===== config.mk =====
export PLATFORM = sky130hd
export DESIGN_NAME = quad_decoder
export DESIGN_NICKNAME = d
export VERILOG_FILES = /design/src/rtl/quad_pkg.sv /design/src/rtl/sync_ff.sv /design/src/rtl/quad_decoder.sv
export SDC_FILE = /design/constraint.sdc
export NUM_CORES = 1
export LEC_CHECK = 0
export CAP_MARGIN = 20
export CORE_UTILIZATION = 65
export DETAILED_ROUTE_END_ITERATION = 10
export DONT_BUFFER_PORTS = 1
export GPL_TIMING_DRIVEN = 1
export PLACE_DENSITY_LB_ADDON = 0.1
export SETUP_SLACK_MARGIN = 0.15
export SLEW_MARGIN = 10
export SYNTH_ARGS = -nofsm -noshare
export SYNTH_HDL_FRONTEND = slang
export SYNTH_SLANG_ARGS = --single-unit

===== constraint.sdc =====
create_clock -name clk -period 3.9 [get_ports clk]
set_input_delay 1.17 -clock clk [delete_from_list [all_inputs] [get_ports clk]]
set_output_delay 1.17 -clock clk [all_outputs]
set_load 0.02 [all_outputs]

===== src/rtl/quad_pkg.sv =====
// Shared definitions for the quadrature decoder: FSM states, Gray-code
// encoder states and the transition classifier.
package quad_pkg;

    typedef enum logic {
        ST_INIT = 1'b0,
        ST_RUN  = 1'b1
    } state_t;

    typedef enum logic [1:0] {
        TR_NONE = 2'd0,
        TR_UP   = 2'd1,
        TR_DN   = 2'd2,
        TR_ILL  = 2'd3
    } trans_t;

    // Encoder states {A,B} in up-count order
    localparam logic [1:0] GRAY_00 = 2'b00;
    localparam logic [1:0] GRAY_10 = 2'b10;
    localparam logic [1:0] GRAY_11 = 2'b11;
    localparam logic [1:0] GRAY_01 = 2'b01;

    // Successor of s when the encoder moves in the up direction
    function automatic logic [1:0] gray_next_up(input logic [1:0] s);
        logic [1:0] n;
        n = GRAY_00;
        case (s)
            GRAY_00: n = GRAY_10;
            GRAY_10: n = GRAY_11;
            GRAY_11: n = GRAY_01;
            GRAY_01: n = GRAY_00;
            default: n = GRAY_00;
        endcase
        return n;
    endfunction

    // Classify a previous/current state pair
    function automatic trans_t classify(input logic [1:0] p, input logic [1:0] s);
        trans_t t;
        if (s == p)
            t = TR_NONE;
        else if (s == gray_next_up(p))
            t = TR_UP;
        else if (p == gray_next_up(s))
            t = TR_DN;
        else
            t = TR_ILL;
        return t;
    endfunction

endpackage


===== src/rtl/sync_ff.sv =====
// Single-bit multi-stage synchronizer for an asynchronous input.
module sync_ff #(
    parameter int STAGES = 2
) (
    input  logic i_clk,
    input  logic i_rst,
    input  logic i_d,
    output logic o_q
);

    logic [STAGES-1:0] r_sync;

    // Shift the input through the synchronizer chain
    always_ff @(posedge i_clk) begin
        if (i_rst)
            r_sync <= '0;
        else
            r_sync <= {r_sync[STAGES-2:0], i_d};
    end

    assign o_q = r_sync[STAGES-1];

endmodule


===== src/rtl/quad_decoder.sv =====
// Quadrature encoder decoder: synchronizes A/B, classifies each state
// change and maintains a wrapping position count with step/dir/err flags.
module quad_decoder
    import quad_pkg::*;
#(
    parameter int WIDTH       = 8,
    parameter int SYNC_STAGES = 2
) (
    input  logic             clk,
    input  logic             rst,
    input  logic             enc_a,
    input  logic             enc_b,
    input  logic             clr,
    input  logic             err_clr,
    output logic [WIDTH-1:0] count,
    output logic             step,
    output logic             dir,
    output logic             err
);

    logic             w_a;
    logic             w_b;
    logic [1:0]       w_s;
    trans_t           w_trans;
    state_t           r_state;
    state_t           w_state_nxt;
    logic             w_init_done;
    logic [2:0]       r_init_cnt;
    logic [1:0]       r_p;
    logic             r_up;
    logic             r_dn;
    logic             r_ill;
    logic [WIDTH-1:0] r_count;
    logic             r_step;
    logic             r_dir;
    logic             r_err;

    sync_ff #(.STAGES(SYNC_STAGES)) u_sync_a (
        .i_clk (clk),
        .i_rst (rst),
        .i_d   (enc_a),
        .o_q   (w_a)
    );

    sync_ff #(.STAGES(SYNC_STAGES)) u_sync_b (
        .i_clk (clk),
        .i_rst (rst),
        .i_d   (enc_b),
        .o_q   (w_b)
    );

    assign w_s     = {w_a, w_b};
    assign w_trans = classify(r_p, w_s);

    // FSM state register
    always_ff @(posedge clk) begin
        if (rst)
            r_state <= ST_INIT;
        else
            r_state <= w_state_nxt;
    end

    // Leave INIT once the synchronizers hold fresh encoder samples
    always_comb begin
        w_state_nxt = r_state;
        w_init_done = 1'b0;
        case (r_state)
            ST_INIT: begin
                if (r_init_cnt == 3'(SYNC_STAGES)) begin
                    w_init_done = 1'b1;
                    w_state_nxt = ST_RUN;
                end
            end
            ST_RUN:  w_state_nxt = ST_RUN;
            default: w_state_nxt = ST_INIT;
        endcase
    end

    // Count cycles spent in INIT
    always_ff @(posedge clk) begin
        if (rst)
            r_init_cnt <= '0;
        else if (r_state == ST_INIT && !w_init_done)
            r_init_cnt <= r_init_cnt + 3'd1;
    end

    // Track previous state and register the classified transition;
    // the registered flags add the one cycle of latency after the sync chain
    always_ff @(posedge clk) begin
        if (rst) begin
            r_p   <= GRAY_00;
            r_up  <= 1'b0;
            r_dn  <= 1'b0;
            r_ill <= 1'b0;
        end else if (r_state == ST_RUN) begin
            r_p   <= w_s;
            r_up  <= (w_trans == TR_UP);
            r_dn  <= (w_trans == TR_DN);
            r_ill <= (w_trans == TR_ILL);
        end else begin
            if (w_init_done)
                r_p <= w_s;
            r_up  <= 1'b0;
            r_dn  <= 1'b0;
            r_ill <= 1'b0;
        end
    end

    // Update count, step, dir and sticky error from the registered flags
    always_ff @(posedge clk) begin
        if (rst) begin
            r_count <= '0;
            r_step  <= 1'b0;
            r_dir   <= 1'b1;
            r_err   <= 1'b0;
        end else begin
            r_step <= r_up | r_dn;
            if (clr)
                r_count <= '0;
            else if (r_up)
                r_count <= r_count + WIDTH'(1);
            else if (r_dn)
                r_count <= r_count - WIDTH'(1);
            if (r_up)
                r_dir <= 1'b1;
            else if (r_dn)
                r_dir <= 1'b0;
            r_err <= r_ill | (r_err & ~err_clr);
        end
    end

    assign count = r_count;
    assign step  = r_step;
    assign dir   = r_dir;
    assign err   = r_err;

endmodule


==> results of run 1 <==
-- stage by stage --
stage	utilization, %	worst slack [ns]	hold slack [ns]
detailed placement	74.3	1.58	0.425
global route	77.6	1.59	0.469
finish	77.6	1.81	0.451
floorplan	-	1.79	0.413
global placement	74.3	1.61	0.418
CTS	77.6	1.81	0.453
-- layer usage --
layer / vias to the layer above / global-route usage (%) / share of wire (%)
met3: 5 / 6.12 / 4.7
met4: 0 / 10.9 / 1.8
met1: 415 / 37.4 / 49
met5: - / 0 / 0
li1: 454 / - / -
met2: 23 / 40.3 / 44
-- area by class of cell --
| cell class | count | area [um2] | area share (%) |
|---|---|---|---|
| inverter | 6 | 22.5 | 1.82 |
| sequential | 24 | 480 | 38.8 |
| tap | 24 | 30.0 | 2.43 |
| clock buffer | 3 | 22.5 | 1.82 |
| multi-input combinational | 95 | 652 | 52.7 |
| clock inverter | 1 | 30.0 | 2.43 |
-- worst max-delay path by stage --
stage,start,end,depth (start not counted)
floorplan,rst,count[7],4
global placement,rst,count[7],4
detailed placement,rst,count[7],4
CTS,count[0],count[0],0
global route,r_up,count[7],6
finish,count[0],count[0],0
-- power breakdown --
part / total [W] / leakage [nW] / switching, W / internal, W
combinational: 0.000105 / 0.296 / 0.0000594 / 0.0000455
clock: 0.000183 / 0.0279 / 0.0000793 / 0.000104
sequential: 0.000284 / 0.195 / 0.0000190 / 0.000265
-- logic make-up (layout without fill, tap and decap cells) --
kind of cell / Yosys count / count (layout)
simple gates: 46 / 46
compound gates: 30 / 30
flops: 24 / 24
fa+ha+maj: 9 / 9
buf+inv: 9 / 10
xor+xnor: 8 / 8
mux: 2 / 2
-- cells in the final DEF (no fill, tap or decap), types with 4 or more instances in the layout --
cell / count
sky130_fd_sc_hd__nand3_1: 5
sky130_fd_sc_hd__nor3_1: 5
sky130_fd_sc_hd__a21oi_1: 8
sky130_fd_sc_hd__nor2b_1: 4
sky130_fd_sc_hd__ha_1: 8
sky130_fd_sc_hd__o21ai_0: 6
sky130_fd_sc_hd__nor4b_1: 4
sky130_fd_sc_hd__nor2_1: 14
sky130_fd_sc_hd__a21o_1: 4
sky130_fd_sc_hd__nand2_1: 5
sky130_fd_sc_hd__xnor2_1: 6
sky130_fd_sc_hd__inv_1: 6
sky130_fd_sc_hd__dfxtp_1: 24
-- sequential cells by signal (all words and copies together), names as in the netlist --
name and count:
u_sync_a.r_sync 2, count 8, r_p 2, err 1, dir 1, r_init_cnt 3
r_ill 1, r_state 1, r_up 1, u_sync_b.r_sync 2, r_dn 1, step 1
==> results.py, run 1 <==
metrics = {
    "clock_tree": {
        "tritoncts": "yes",
        "insertion_delay_to_the_later_sink_of_the_worst_skew_pair_ns": 0.32,
        "h-tree-depth": 1,
        "root_buffer": "sky130_fd_sc_hd__clkbuf_4",
        "cts_hold_buffers": 0,
        "clock_sink_count": 24,
        "resized_after_cts": 0,
        "cts_setup_buffers": 0,
        "cts.path.max_buffers": 2,
        "clk_pin_slew_worst_paths_ns": 0.14,
        "cts-buffers-inserted": 3,
    },
    "detailed_routing": {
        "vias": 897,
        "drt_drc_violations_left": 0,
        "routedWlPerCell_um": 14.1,
        "firstDrtPassIters": 4,
        "finalWirelength_um": 2160,
        "route.antenna.remaining_nets": 0,
        "vias_per_cell": 5.86,
        "drt_first_iter_violations": 9,
    },
    "yosys": {
        "synth.yosys.seq_area_share_pct": 41.1,
        "ys_top_cells_by_count": "sky130_fd_sc_hd__dfxtp_1 (24), sky130_fd_sc_hd__nor2_1 (14), sky130_fd_sc_hd__a21oi_1 (8), sky130_fd_sc_hd__ha_1 (8)",
        "synth_enable_flop_cells": 0,
        "post_synth_instance_area_um2": 1170,
        "synth.mux.area_fraction_pct": 1.71,
        "syn_nets": 143,
        "dominantRegCellSynth": "sky130_fd_sc_hd__dfxtp_1",
        "synth_area_leaders": "sky130_fd_sc_hd__dfxtp_1 (41%), sky130_fd_sc_hd__ha_1 (8.6%), sky130_fd_sc_hd__nor2_1 (4.5%)",
        "syn-instance-count": 128,
        "dominant_combinational_cell_family_by_area_after_synthesis": "simple AND/OR/NAND/NOR gates",
        "synth.ff_latch_count": 24,
        "synth_largest_area_cell": "sky130_fd_sc_hd__dfxtp_1",
        "ys_types": 33,
        "synthAdderAreaFrac_pct": 10.3,
        "synth-xor-area-share_pct": 6.00,
        "asyncSetResetFlopFracSynth_pct": 0,
        "synth-compound-area-share_pct": 17.2,
        "syn_avg_cell_area_um2": 9.13,
        "post_synth_and_or_nand_nor_area_fraction_pct": 20.6,
        "synth_warnings": 0,
        "synth_top_area_share_pct": 41.1,
        "most_repeated_cell_in_the_gate_level_netlist_after_synthesis": "sky130_fd_sc_hd__dfxtp_1",
    },
    "worst_setup_path": {
        "largest_driver_fanout_on_the_critical_path": 5,
        "crit_path_start_kind": "flip-flop",
        "rr_startpoint": "r_up",
        "ff2ff_setup_slack_ns": 1.82,
        "cp-end-kind": "output port",
        "worst-r2r-cell-count": 6,
        "worst_r2r_endpoint": "count[7]",
        "critPathArrivalTime_ns": 0.92,
        "cp_data_required_time_ns": 2.73,
        "worstSetupPathType": "reg2out",
    },
    "die": {
        "num_rows": 14,
        "die_area_um2": 1970,
        "chipWidth_um": 44.4,
        "die_h_um": 44.4,
        "core_area_um2": 1590,
        "initial_core_util_pct": 73.3,
        "design.portCount": 17,
    },
    "finish": {
        "area_growth_syn_to_layout_pct": 5.89,
        "final-instance-count-excl-fill": 153,
        "layout.filler_cells": 114,
        "num_antenna_cells": 0,
        "final_design_area_no_fill_um2": 1240,
        "layout.nets": 145,
        "drive_above_1_share_pct": 5.43,
    },
    "global_route": {
        "grt_usage_pct": 26.9,
        "grt.overflow.total": 0,
        "antenna_found_initial": 0,
        "grt_pass1_vias": 877,
        "grt_first_pass_wirelength_um": 3820,
        "grt_start_max_net_pins": 17,
    },
    "run": {
        "timing.max_cap.violations": 0,
    },
    "timing": {
        "timing.setup.tns_ns": 0,
        "worst_slew_pin_slew_ns": 0.870,
        "finClkSkew_ns": 0.00246,
        "drv_slew": 0,
        "period_needed_ns": 2.09,
        "relSlewSlack_pct": 41.8,
        "clock.fmax_ghz": 0.477,
        "timing.final.crit_share_pct": 53.7,
        "hold_viol": 0,
        "rsz0062_at_grt": "no",
        "final_report_setup_violation_count": 0,
    },
    "min_path": {
        "timing.hold.worst.start": "u_sync_a.r_sync[0]",
        "whs_path_depth": 1,
        "class_of_the_worst_hold_path": "reg2reg",
        "holdPathEnd": "u_sync_a.r_sync[1]",
    },
    "placement": {
        "placedCellCount": 149,
        "place.detailed.hpwl_um": 1580,
        "gp_congestion": 0.860,
        "port_bufs": 0,
        "post_placement_cell_area_um2": 1180,
    },
    "outcome": {
        "run_status": "finished, final reports clean",
    },
    "power_and_ir_drop": {
        "power_density_over_cell_area_nw_per_um2": 463,
        "post-layout-total-power_w": 0.000573,
        "power.ir.vdd_worst_mv": 0.445,
        "p_leak_nw": 0.519,
    },
}
Power figures use the tool's default switching activity.
==> run 2, diff against run 1 <==
--- a/config.mk
+++ b/config.mk
@@ -6,7 +6,7 @@
 export NUM_CORES = 1
 export LEC_CHECK = 0
 export CAP_MARGIN = 20
-export CORE_UTILIZATION = 65
+export CORE_UTILIZATION = 60
 export DETAILED_ROUTE_END_ITERATION = 10
 export DONT_BUFFER_PORTS = 1
 export GPL_TIMING_DRIVEN = 1
==> constraint.sdc (replaced) <==
create_clock -name clk -period 2.2 [get_ports clk]
set_input_delay 0.66 -clock clk [delete_from_list [all_inputs] [get_ports clk]]
set_output_delay 0.66 -clock clk [all_outputs]
set_load 0.02 [all_outputs]
==> run 2 against run 1 <==
Register-to-register slack worse by 1.5 ns. Clock power is 73% higher. Combinational power is 73% higher. Total power is 75% higher. Largest cell class unchanged. Sequential share of layout area is 0.44 points lower. Design area is 1.4% higher. Global-route usage is 4.0 points lower. Sequential power is 77% higher.
==> results.py, run 2 (synthesized netlist as in run 1, its figures left out) <==
metrics = {
    "timing": {
        "timing.setup.tns_ns": 0,
        "final_report_setup_violation_count": 0,
        "hold_viol": 0,
        "worst_slew_pin_slew_ns": 0.468,
        "drv_slew": 0,
        "finClkSkew_ns": 0.000393,
        "clock.fmax_ghz": 0.520,
        "hold_slack_ns": 0.397,
        "timing.final.crit_share_pct": 87.4,
        "period_needed_ns": 1.92,
        "rsz0062_at_grt": "no",
        "relSlewSlack_pct": 68.6,
    },
    "global_route": {
        "grt_first_pass_wirelength_um": 3420,
        "gr-usage-met3_pct": 5.88,
        "grt_pass1_vias": 832,
        "grt.overflow.total": 0,
        "globalRoute.busiestLayer": "met2",
        "grt_start_max_net_pins": 17,
        "use_met2_pct": 35.2,
        "grt_usage_pct": 22.9,
        "groute.layer.met1.usage_pct": 30.2,
        "antenna_found_initial": 0,
    },
    "finish": {
        "layout.cells.most_common": "sky130_fd_sc_hd__dfxtp_1",
        "final-instance-count-excl-fill": 156,
        "area_growth_syn_to_layout_pct": 7.39,
        "drive_above_1_share_pct": 8.40,
        "most-common-layout-cells": "sky130_fd_sc_hd__dfxtp_1 (23), sky130_fd_sc_hd__nor2_1 (14), sky130_fd_sc_hd__a21oi_1 (8), sky130_fd_sc_hd__ha_1 (8)",
        "largest_register_ff_count": 8,
        "num_antenna_cells": 0,
        "final_design_area_no_fill_um2": 1250,
        "layout.nets": 147,
    },
    "clock_tree": {
        "cts.path.max_buffers": 2,
        "cts-buffers-inserted": 3,
        "h-tree-depth": 1,
        "clock_sink_count": 24,
        "tritoncts": "yes",
        "insertion_delay_to_the_later_sink_of_the_worst_skew_pair_ns": 0.31,
        "cts_setup_buffers": 0,
        "root_buffer": "sky130_fd_sc_hd__clkbuf_4",
        "clk_pin_slew_worst_paths_ns": 0.13,
    },
    "worst_setup_path": {
        "cp-end-kind": "flip-flop",
        "cp_data_required_time_ns": 2.41,
        "critPathArrivalTime_ns": 2.13,
        "rr_startpoint": "count[1]",
        "largest_driver_fanout_on_the_critical_path": 4,
        "startpoint": "count[1]",
        "crit_path_start_kind": "flip-flop",
        "endpoint": "count[7]",
        "worstSetupPathType": "reg2reg",
        "worst-r2r-cell-count": 5,
        "ff2ff_setup_slack_ns": 0.28,
        "worst_r2r_endpoint": "count[7]",
    },
    "detailed_routing": {
        "routedWlPerCell_um": 13.9,
        "drt_drc_violations_left": 0,
        "finalWirelength_um": 2170,
        "firstDrtPassIters": 4,
        "drt_first_iter_violations": 20,
        "route.antenna.remaining_nets": 0,
        "vias": 918,
        "vias_per_cell": 5.88,
    },
    "run": {
        "timing.max_cap.violations": 0,
    },
    "placement": {
        "placedCellCount": 152,
        "place.detailed.hpwl_um": 1640,
        "post_placement_cell_area_um2": 1200,
        "gp_congestion": 0.853,
        "port_bufs": 0,
    },
    "power_and_ir_drop": {
        "power_density_over_cell_area_nw_per_um2": 798,
        "power.ir.vdd_worst_mv": 0.586,
        "p_leak_nw": 0.529,
        "post-layout-total-power_w": 0.00100,
    },
    "die": {
        "die_h_um": 46.1,
        "design.portCount": 17,
        "chipWidth_um": 46.1,
        "num_rows": 15,
        "core_area_um2": 1780,
        "die_area_um2": 2130,
        "initial_core_util_pct": 65.5,
    },
    "min_path": {
        "class_of_the_worst_hold_path": "in2reg",
        "whs_path_depth": 1,
    },
    "outcome": {
        "run_status": "finished, final reports clean",
    },
}
[run 2: metrics by stage]
stage	worst slack [ns]	utilization, %
2_1_floorplan	0.352	-
3_3_place_gp	0.257	67.4
3_5_place_dp	0.150	67.4
4_1_cts	0.208	70.3
5_1_grt	0.164	70.4
6_report	0.277	70.4
[run 2: how the worst min path moves through the flow]
| stage | slack [ns] | to | start |
|---|---|---|---|
| 2_1_floorplan | 0.41 | err | r_ill |
| 3_3_place_gp | 0.42 | u_sync_a.r_sync[1] | u_sync_a.r_sync[0] |
| 3_5_place_dp | 0.43 | u_sync_a.r_sync[1] | u_sync_a.r_sync[0] |
| 4_1_cts | 0.39 | u_sync_a.r_sync[1] | rst |
| 5_1_grt | 0.37 | u_sync_b.r_sync[0] | rst |
| 6_report | 0.40 | u_sync_a.r_sync[0] | rst |
[run 2: final cells by class]
cell class | count | area, um2
fill | 148 | 528
timing repair buffer | 2 | 15.0
tap | 25 | 31.3
multi-input combinational | 95 | 652
clock buffer | 3 | 22.5
inverter | 6 | 22.5
sequential | 24 | 482
clock inverter | 1 | 30.0
[run 2: metal layers]
layer	part of all wire [%]	up-vias
met5	0	-
met4	1.9	0
met3	4.9	4
met2	46	28
met1	47	427
li1	-	459
[run 2: power breakdown]
group / internal [W] / leakage (nW) / switching (W)
clock: 0.000184 / 0.0279 / 0.000132
combinational: 0.0000825 / 0.306 / 0.0000996
sequential: 0.000471 / 0.196 / 0.0000329
[run 2: timing repair]
item	in CTS	in global routing
gates cloned	0	0
hold buffers	0	0
setup endpoints to repair	1	1
resized for setup	1	1
[run 2: worst max-delay path, cell delays in order (launching register included)]
cell                        delay [ns]
sky130_fd_sc_hd__dfxtp_1          0.55
sky130_fd_sc_hd__ha_1             0.31
sky130_fd_sc_hd__a211o_1          0.33
sky130_fd_sc_hd__a2111oi_2        0.40
sky130_fd_sc_hd__a211o_1          0.16
sky130_fd_sc_hd__nand3_1          0.07
==> RTL change (settings of run 2) <==
The parameter `WIDTH` goes from 8 to 6.
--- a/src/rtl/quad_decoder.sv
+++ b/src/rtl/quad_decoder.sv
@@ -4,5 +4,5 @@
     import quad_pkg::*;
 #(
-    parameter int WIDTH       = 8,
+    parameter int WIDTH       = 6,
     parameter int SYNC_STAGES = 2
 ) (
Interface: changed (resized count); port bits go from 17 to 15. No check against the original RTL was run, so the function may have changed too.
==> RTL change against run 2 <==
- routed wire length decreased by 27%
- sequential cell count decreased by 2
- clock power decreased by 32%
- first-iteration DRC count decreased by 65%
- largest cell class unchanged
- cell area decreased by 19%
- synthesized area decreased by 16%
- clock skew increased by 0.0024 ns
- total power decreased by 18%
- worst setup slack improved by 0.19 ns
- critical endpoint is now count[4]
- sequential power decreased by 8.3%
==> RTL change: results (changes against run 2) <==
metric	value	unit	change
status	finished, final reports clean		
n_fill_cell	129		-13%
dp_slack	0.472	ns	+0.322 ns
design.seq.count	22		-8.3%
signal_buffers	0		-2
first_global_vias	698		-16%
pg_seq	0.000462	W	-8.3%
wl_met1	687	um	-32%
synth_compound_area_share	10.6	%	-6.6 points
cellLeakagePower	0.429	nW	-19%
synth_cells	107		-16%
totalWireLength	1590	um	-27%
p_sw	0.000222	W	-16%
met1_usage	23.9	%	-6.3 points
crit_family	flip-flops		
bufAreaShareNonClock	0	%	-1.2 points
synthAdderAreaFrac	9.71	%	-0.57 points
gr-usage-all-layers	20.7	%	-2.2 points
powerComb	0.000147	W	-19%
non_clock_inverter_count	7		+1
ys_seq_area_share	45.0	%	+3.8 points
finClkSkew	0.00281	ns	+0.00242 ns
viasPerCell	5.85		-0.64%
largest_register_ffs	6		-2
max_stage_delay	0.49	ns	-0.06 ns
drtIter0Drc	7		-65%
ys_top_cells_by_area	dfxtp_1, ha_1, nor2_1		
place_congestion	1.00		+18%
multi_input_area_share	48.5	%	-3.4 points
synth_top_cells_by_count	dfxtp_1, nor2_1, inv_1		
seqCellArea	440	um2	-8.6%
first_pass_iters	5		+1
layout-drive-gt1-share	4.63	%	-3.8 points
post_cts_buffers	0		unchanged
met2_usage	36.6	%	+1.4 points
wl_met3	65	um	-39%
clock_area_share	3.57	%	-0.62 points
tightestPinTransition	0.665	ns	+0.197 ns
wl_per_cell	12.8	um	-7.9%
multi_input_gates	75		-21%
synth_xor_area_share	5.36	%	-0.63 points
met3_usage	3.02	%	-2.9 points
clkbuf_count	4		+1
vdd_drop_max	0.000577	V	-1.6%
grt_pass1_wl	2880	um	-16%
die-area	1800	um2	-15%
crit_cells	6		+1
crit_fanout	3		-1
fin_nets	122		-17%
cts_resized	0		-1
wl_met2	822	um	-18%
dpl.hpwl	1200	um	-27%
maxUsedRoutingLayer	met4		
==> RTL change: cell types whose count changed after synthesis, moves of 2 or more <==
cell / run 2 / this run
a21oi_1: 8 / 6
dfxtp_1: 24 / 22
o31ai_1: 2 / 0
a211oi_1: 3 / 1
nor4b_1: 4 / 0
nor2_1: 14 / 16
o21ai_0: 6 / 1
a211o_1: 2 / 0
and2_1: 2 / 0
ha_1: 8 / 6
nand2_1: 5 / 3
==> RTL change: path summary, 6_finish.rpt <==
check	start	endpoint	slack, ns
max	count[0]	count[4]	0.47
min	rst	err	0.41
max reg2reg	count[0]	count[4]	0.47
min reg2reg	u_sync_b.r_sync[0]	u_sync_b.r_sync[1]	0.45
==> RTL change: per-stage QoR <==
stage / instance area, um2 / hold WS (ns)
CTS: 1020 / 0.405
floorplan: 980 / 0.411
finish: 1020 / 0.414
detailed placement: 980 / 0.432
global route: 1020 / 0.390
global placement: 980 / 0.412
